## src/rtl/i2c_bus_monitor_pkg.sv

```systemverilog
// Shared definitions for the passive I2C bus monitor: event codes, field layout
// and the event-word packing helper.
package i2c_bus_monitor_pkg;

    localparam int EV_SZ   = 11;
    localparam int EV_DATA = 0;   // LSB of the 8-bit data field
    localparam int EV_TYPE = 8;   // LSB of the 3-bit type field

    typedef enum logic [2:0] {
        EV_START     = 3'd0,
        EV_RSTART    = 3'd1,
        EV_STOP      = 3'd2,
        EV_BYTE_ACK  = 3'd3,
        EV_BYTE_NACK = 3'd4,
        EV_ERR       = 3'd5
    } ev_type_e;

    typedef enum logic {
        ST_IDLE   = 1'b0,
        ST_ACTIVE = 1'b1
    } mon_state_e;

    function automatic logic [EV_SZ-1:0] mk_event(input ev_type_e typ, input logic [7:0] data);
        return {typ, data};
    endfunction

endpackage

```

## src/rtl/i2c_mon_fifo.sv

```systemverilog
// Synchronous event FIFO with full/empty flags and simultaneous push/pop.
// A push while full only lands if a pop frees a slot in the same cycle.
module i2c_mon_fifo
    import i2c_bus_monitor_pkg::*;
#(
    parameter int DEPTH = 8,
    parameter int WIDTH = EV_SZ
) (
    input  logic             clk,
    input  logic             rst,
    input  logic             push,
    input  logic [WIDTH-1:0] push_dat,
    input  logic             pop,
    output logic [WIDTH-1:0] head,
    output logic             empty,
    output logic             full
);

    localparam int AW = $clog2(DEPTH);
    localparam logic [AW:0] FULL_CNT = DEPTH[AW:0];

    logic [WIDTH-1:0] mem [DEPTH];
    logic [AW-1:0]    wr_ptr;
    logic [AW-1:0]    rd_ptr;
    logic [AW:0]      count;
    logic             do_push;
    logic             do_pop;

    assign empty   = (count == '0);
    assign full    = (count == FULL_CNT);
    assign do_pop  = pop && !empty;
    assign do_push = push && (!full || do_pop);
    assign head    = empty ? '0 : mem[rd_ptr];

    // NOTE: the storage array is deliberately not reset; head is masked while
    // empty, so stale contents are never visible and the RAM stays reset-free.
    always_ff @(posedge clk) begin
        if (do_push) begin
            mem[wr_ptr] <= push_dat;
        end
    end

    always_ff @(posedge clk) begin
        if (rst) begin
            wr_ptr <= '0;
            rd_ptr <= '0;
            count  <= '0;
        end else begin
            if (do_push) wr_ptr <= wr_ptr + 1'b1;
            if (do_pop)  rd_ptr <= rd_ptr + 1'b1;
            case ({do_push, do_pop})
                2'b10:   count <= count + 1'b1;
                2'b01:   count <= count - 1'b1;
                default: count <= count;
            endcase
        end
    end

endmodule

```

## src/rtl/i2c_bus_monitor.sv

```systemverilog
// Passive I2C sniffer: synchronizes and glitch-filters SCL/SDA, decodes
// START/RSTART/STOP/byte/error events and queues them for a host to pop.
module i2c_bus_monitor
    import i2c_bus_monitor_pkg::*;
#(
    parameter int FILT  = 3,
    parameter int DEPTH = 8
) (
    input  logic             clk,
    input  logic             rst,
    input  logic             scl,
    input  logic             sda,
    output logic [EV_SZ-1:0] evt_dat,
    output logic             evt_vld,
    input  logic             evt_rd,
    output logic             ovr,
    input  logic             clr_ovr,
    output logic             busy
);

    localparam int CW = $clog2(FILT + 1);

    // Bit 1 carries SCL, bit 0 carries SDA through the input path.
    logic [1:0]    sync1, sync2, pin_f, pin_q;
    logic [CW-1:0] flt_cnt [2];

    // NOTE: every clocked block uses non-blocking assignments so all state
    // updates see pre-edge values regardless of statement order.
    always_ff @(posedge clk) begin
        if (rst) begin
            sync1 <= '1;
            sync2 <= '1;
            pin_f <= '1;
            pin_q <= '1;
            for (int i = 0; i < 2; i++) flt_cnt[i] <= '0;
        end else begin
            sync1 <= {scl, sda};
            sync2 <= sync1;
            pin_q <= pin_f;
            for (int i = 0; i < 2; i++) begin
                if (sync2[i] == pin_f[i]) begin
                    flt_cnt[i] <= '0;
                end else if (flt_cnt[i] == CW'(FILT - 1)) begin
                    pin_f[i]   <= sync2[i];
                    flt_cnt[i] <= '0;
                end else begin
                    flt_cnt[i] <= flt_cnt[i] + 1'b1;
                end
            end
        end
    end

    logic scl_f, sda_f, scl_q, sda_q;
    logic start_c, stop_c, scl_rise, scl_fall;

    assign {scl_f, sda_f} = pin_f;
    assign {scl_q, sda_q} = pin_q;
    assign start_c  = scl_q && scl_f &&  sda_q && !sda_f;
    assign stop_c   = scl_q && scl_f && !sda_q &&  sda_f;
    assign scl_rise = !scl_q &&  scl_f;
    assign scl_fall =  scl_q && !scl_f;

    mon_state_e       state, state_n;
    logic [3:0]       bitcnt, bitcnt_n, eff_cnt;
    logic [7:0]       shreg, shreg_n;
    logic             pend, pend_n;
    logic             push;
    logic [EV_SZ-1:0] push_dat;

    always_ff @(posedge clk) begin
        if (rst) begin
            state  <= ST_IDLE;
            bitcnt <= '0;
            shreg  <= '0;
            pend   <= 1'b0;
        end else begin
            state  <= state_n;
            bitcnt <= bitcnt_n;
            shreg  <= shreg_n;
            pend   <= pend_n;
        end
    end

    // A rise still high when a START/STOP appears is that condition's own
    // clock, not a data bit, so it is discounted from the error bit count.
    assign eff_cnt = bitcnt - {3'b000, pend};

    // NOTE: all outputs of this block get a default first, so no path can
    // leave one unassigned and infer a latch.
    always_comb begin
        state_n  = state;
        bitcnt_n = bitcnt;
        shreg_n  = shreg;
        pend_n   = pend;
        push     = 1'b0;
        push_dat = '0;
        case (state)
            ST_IDLE: begin
                if (start_c) begin
                    push     = 1'b1;
                    push_dat = mk_event(EV_START, 8'h00);
                    state_n  = ST_ACTIVE;
                    bitcnt_n = '0;
                    pend_n   = 1'b0;
                end
            end
            ST_ACTIVE: begin
                if (start_c || stop_c) begin
                    push     = 1'b1;
                    bitcnt_n = '0;
                    pend_n   = 1'b0;
                    if (eff_cnt != '0)
                        push_dat = mk_event(EV_ERR, {eff_cnt, 3'b000, stop_c});
                    else
                        push_dat = mk_event(stop_c ? EV_STOP : EV_RSTART, 8'h00);
                    if (stop_c) state_n = ST_IDLE;
                end else if (scl_rise) begin
                    if (bitcnt == 4'd8) begin
                        push     = 1'b1;
                        push_dat = mk_event(sda_f ? EV_BYTE_NACK : EV_BYTE_ACK, shreg);
                        bitcnt_n = '0;
                    end else begin
                        shreg_n  = {shreg[6:0], sda_f};
                        bitcnt_n = bitcnt + 4'd1;
                        pend_n   = 1'b1;
                    end
                end else if (scl_fall) begin
                    pend_n = 1'b0;
                end
            end
            default: state_n = ST_IDLE;
        endcase
    end

    logic fifo_empty, fifo_full;

    i2c_mon_fifo #(
        .DEPTH (DEPTH),
        .WIDTH (EV_SZ)
    ) u_fifo (
        .clk      (clk),
        .rst      (rst),
        .push     (push),
        .push_dat (push_dat),
        .pop      (evt_rd),
        .head     (evt_dat),
        .empty    (fifo_empty),
        .full     (fifo_full)
    );

    assign evt_vld = !fifo_empty;
    assign busy    = (state == ST_ACTIVE);

    always_ff @(posedge clk) begin
        if (rst)
            ovr <= 1'b0;
        else if (push && fifo_full && !evt_rd)
            ovr <= 1'b1;
        else if (clr_ovr)
            ovr <= 1'b0;
    end

endmodule

```

## config.mk

```make
export PLATFORM = sky130hd
export DESIGN_NAME = i2c_bus_monitor
export DESIGN_NICKNAME = d
export VERILOG_FILES = /design/src/rtl/i2c_bus_monitor_pkg.sv /design/src/rtl/i2c_mon_fifo.sv /design/src/rtl/i2c_bus_monitor.sv
export SDC_FILE = /design/constraint.sdc
export NUM_CORES = 1
export LEC_CHECK = 0
export ABC_AREA = 1
export CAP_MARGIN = 25
export CORE_MARGIN = 3
export CORE_UTILIZATION = 50
export CTS_BUF_LIST = sky130_fd_sc_hd__clkbuf_16
export DETAILED_ROUTE_END_ITERATION = 6
export GPL_ROUTABILITY_DRIVEN = 1
export HOLD_SLACK_MARGIN = 0.1
export PLACE_DENSITY = 0.67
export SETUP_SLACK_MARGIN = 0.02
export SYNTH_ARGS = -nofsm -noshare
export SYNTH_HDL_FRONTEND = slang
export SYNTH_SLANG_ARGS = --single-unit
```

## constraint.sdc

```tcl
create_clock -name clk -period 4.1 [get_ports clk]
set_clock_uncertainty 0.15 [all_clocks]
set_input_delay 1.23 -clock clk [delete_from_list [all_inputs] [get_ports clk]]
set_output_delay 1.23 -clock clk [all_outputs]
set_load 0.005 [all_outputs]
```

* Word-level counts from Yosys, hierarchy flattened *
Memories as Yosys holds them, arrays and structs flattened. A register that Yosys moved wholly into a read port is not among the register bits.
Cells that the tools add are included.

cells by class
  bitwise operators = 11
  mux-type cells = 64
  $add $sub $neg = 8
  eq/ne operators = 12
  reductions and logical operators = 29

operators with widths
  operator                                               count
  two-way mux 11 bit                                     5
  two-way mux 1 bit                                      39
  one-hot mux 11 bit (2 select lines)                    1
  two-way mux 4 bit                                      4
  one-hot mux 4 bit (2 select lines)                     2
  two-way mux 2 bit                                      7
  logical AND 1 bit                                      11
  two-way mux 3 bit                                      3
  adder 4 x 1 -> 4 bit, second input constant            2
  equality test 4 bit, second input constant             2
  logical NOT 1 bit                                      7
  adder 3 x 1 -> 3 bit, second input constant            2
  equality test 2 bit, second input constant             3
  OR 1 bit                                               6
  one-hot mux 1 bit (2 select lines)                     3
  AND reduction 2 bit                                    3
  NOT 1 bit                                              5
  adder 2 x 1 -> 2 bit, second input constant            2
  logical NOT 4 bit                                      1
  inequality test 4 x 3 -> 1 bit, second input constant  1
  inequality test 4 bit, second input constant           1
  AND reduction 4 bit                                    1
  nonzero test 2 bit                                     2
  nonzero test 4 bit                                     1
  other kinds (8)                                        10

storage, ports and cells
  memories kept = 2
  RAM bits = 92
  output and inout port bits = 14
  register bits = 33

memories
  name        words  bits a word  read ports  clocked after Yosys merged registers in  wr ports  line                   RTL
  u_fifo.mem  8      11           1           1                                        1         i2c_mon_fifo.sv:22     logic [WIDTH-1:0] mem [DEPTH];
  flt_cnt     2      2            2           0                                        2         i2c_bus_monitor.sv:25  logic [CW-1:0] flt_cnt [2];

* Longest topological paths before layout *
  depth after elaboration = 9
  mapped depth = 17
  gate-level depth less buffers = 17

* Hierarchy *
A second synthesis with hierarchy kept.

unflattened totals
  cells, all modules = 543
  area, all modules = 5,584.1 um^2

modules (own cells, without submodules)
  module           area each (um^2)  times used  cells each
  i2c_mon_fifo     4,167.7           1           346
  i2c_bus_monitor  1,416.4           1           197

* Worst setup path after synthesis *
No wires, ideal clock.

  path kind = input-to-reg
  start = in evt_rd
  end = mem u_fifo.mem[1][0] in the netlist's numbering (enable)
  arrival = 2.406 ns
  cell stages on the path = 4
  setup time = 0.393 ns
  setup slack = 1.150 ns
  path buffers = 0
  cells stage by stage = nor2_1 -> nand3_1 -> nand3_4 -> nor3_1

on the way
  cells in the longest elaborated chain, start to end = 5

ends and longest elaborated chain
  what                                     line                   RTL
  from (decl)                              i2c_bus_monitor.sv:15  input logic evt_rd,
  logical AND 1 bit                        i2c_mon_fifo.sv:31     assign do_pop = pop && !empty;
  logical OR 1 bit                         i2c_mon_fifo.sv:32     assign do_push = push && (!full || do_pop);
  logical AND 1 bit                        i2c_mon_fifo.sv:32
  two-way mux 1 bit                        i2c_mon_fifo.sv:38     if (do_push) begin
  two-way mux 1 bit (implied by the code)  i2c_mon_fifo.sv:39     mem[wr_ptr] <= push_dat;
  to (decl)                                i2c_mon_fifo.sv:22

No other way between the ends.

==> run metrics <==
outcome=finished, final reports clean; Total Die Area=0.0124 sq mm; clock insertion delay at the later pin of the skew report=410 ps; via count of the first global-routing pass=3728; Final setup viols=0; number of clock sinks seen by CTS=128; most common library cell in the layout ignoring fill and taps=nor2_1; sum of internal, switching and leakage power=3.89 mW; Post-Route Setup TNS=0 ps; CP max-delay cell=clkdlybuf4s50_1; wire length per cell=15.4 um; number of gates resized after CTS=0; Top cell by count, worst path=o21ai_0; number of buffer cells added on primary ports=19; crit path DAT=2330 ps; kind of start point of the critical path=flip-flop; number of H-tree branching levels=4; Starting DRT DRC Count=224; RD Place Congestion=0.799; Tightest Hold Check Type=reg -> reg; min Tclk post-route=3710 ps; kind of critical path=reg -> out; maximum number of pins on one net before global-route repair=45; headroom to the max-slew limit=0.382; Placement Rows=37; commonest cells after routing, fill and taps aside=nor2_1 (117), edfxtp_1 (92), o21ai_0 (72); Layout fillers=858; CTS buffer count=17; first-pass GRT wire length=18300 um; top cell type by total area after synthesis=edfxtp_1; Post-Route WL=11100 um; number of setup buffers added after CTS=0; iteration count of the initial detailed-routing pass=5; Critical Path RT=2720 ps; total via count after detailed routing=3834; Yosys Warn Count=0; utilization of the core after routing=0.620; largest incremental delay on the critical path=450 ps; total core area=0.0106 sq mm; count of antenna-violating nets left after detailed routing=0; area of the mapped netlist=0.00556 sq mm; number of synthesized register bits=128; Max Transition Viols Final=0; number of antenna violations at the first check in global routing=0; share of post-route cells with drive strength above 1=0.125; unrepaired setup endpoints after global routing=no; Overall Global Routing Usage=0.189; clk root buf=clkbuf_16; synthesis-to-layout area growth=17.8%; number of design rule violations left after detail routing=0; measured slew at the worst slew-check pin=922 ps; width of the chip=111 um; global route total overflow=0; maximum clock frequency=269 MHz; CTS tree=yes; number of buffers inserted for hold repair after clock tree synthesis=0; P_leak=2.50 nW; Setup crit end kind=output port; count of distinct cell types in the synthesized netlist=36; top cell type's share of synthesized area=0.497; HPWL Detailed=7040 um; Seq/Total Area, Yosys=0.627; number of placed I/O pins=20; net total in the final layout=588; leading post-synthesis cells by cell area=edfxtp_1 (50%), dfxtp_1 (13%), nor2_1 (7.9%); Crit path buffers/inverters=4; max-cap viol count=0; cell-by-cell listing of the critical path=buf_4 > inv_1 > buf_4 > o21ai_0 > o21ai_0 > o21ai_0 > nor2_1 > clkdlybuf4s50_1; count of antenna diodes in the layout=0; final hold violation count=0; Tcrit/Tclk final=0.905; synthesized area per cell=10.4 sq um; instance count of the mapped netlist=535; via density per instance=5.33; clock slew at the register clock pins of the worst setup and hold paths=60 ps; Max FO, Critical Path=21; DIE HEIGHT=111 um; maximum vdd ir drop=0.271 mV; critical path's top delay family=buffers and inverters; total power per unit cell area=595 mW/mm^2; starting density of the core=0.527; buffer depth of the longest clock path=2
-- worst register-to-register path: stages, from the launching register on --
cell and delay (ps):
dfxtp_1 350, nor2_1 180, nand3_1 460, nand2_1 220
inv_1 150, ha_1 270, nand2_1 100, inv_1 40
nor2_1 160, ha_1 170, a21oi_1 50, xnor2_1 130
o21ai_0 140, inv_1 50
-- path summary, 6_finish.rpt --
check,start,endpoint,slack [ps],cells past startpoint
min,sync1[0],sync2[0],260,1
min reg2reg,sync1[0],sync2[0],260,1
max,flip-flop,evt_dat[9],390,8
max reg2reg,u_fifo.count[0],u_fifo.count[2],1370,13
-- layout make-up --
cell class / instances / area, sq um / area share
inverters: 39 / 148 / 0.0225
multi-input cells: 350 / 1850 / 0.282
repair buffers: 35 / 310 / 0.0474
flip-flops and latches: 128 / 3480 / 0.532
clock buffers: 20 / 500 / 0.0764
clock inverters: 12 / 86.3 / 0.0132
well taps: 136 / 170 / 0.0260
-- per-layer routing --
metal / track usage / up-vias / routed length (um)
li1: - / 1923 / -
met4: 0.0706 / 0 / 207
met2: 0.319 / 93 / 5430
met1: 0.230 / 1798 / 4810
met3: 0.0554 / 20 / 608
met5: 0 / - / 0
-- kinds of logic after synthesis --
logic type / Yosys count / share of synthesized area
other: 1 / 0.000675
AOI/OAI and AO/OA: 108 / 0.102
xor gates and xnor gates: 5 / 0.00788
adders and majority gates: 11 / 0.0248
buffers and inverters: 60 / 0.0452
DFF: 128 / 0.627
and+or+nand+nor: 211 / 0.172
muxes: 11 / 0.0198
-- sequential cells by signal (all words and copies together), names as in the netlist, 2 cells and up, named ones only --
name and cells:
u_fifo.wr_ptr 3, sync1 2, sync2 2, u_fifo.mem 88
flt_cnt 4, u_fifo.rd_ptr 3, u_fifo.count 4, shreg 8
pin_q 2, pin_f 2, bitcnt 4
-- through the flow --
stage	cell area [sq um]	hold slack (ps)	worst slack, ps	std cells
6_report	6550	258	389	720
4_1_cts	6550	260	366	720
3_5_place_dp	5960	247	572	688
3_3_place_gp	5960	244	660	688
2_1_floorplan	5570	239	1150	538
5_1_grt	6550	271	178	720
-- cells in the mapped netlist, drive strengths merged --
cell / n
a211oi: 3
a21oi: 17
buf: 12
clkbuf: 9
clkinv: 1
conb: 1
dfxtp: 36
edfxtp: 92
ha: 11
inv: 38
mux2i: 11
nand2: 49
nand3: 19
nand4: 3
nor2: 121
nor3: 11
nor4: 4
o211ai: 2
o21ai: 74
o21bai: 1
o22ai: 11
or2: 4
xnor2: 3
xor2: 2
-- power breakdown --
part / leakage, nW / internal (mW) / switching (mW) / total [mW]
Sequential: 1.21 / 1.42 / 0.0388 / 1.46
Combinational: 0.994 / 0.408 / 0.574 / 0.982
Clock: 0.301 / 0.929 / 0.523 / 1.45
Note: power is estimated with default switching activity, not from simulation.
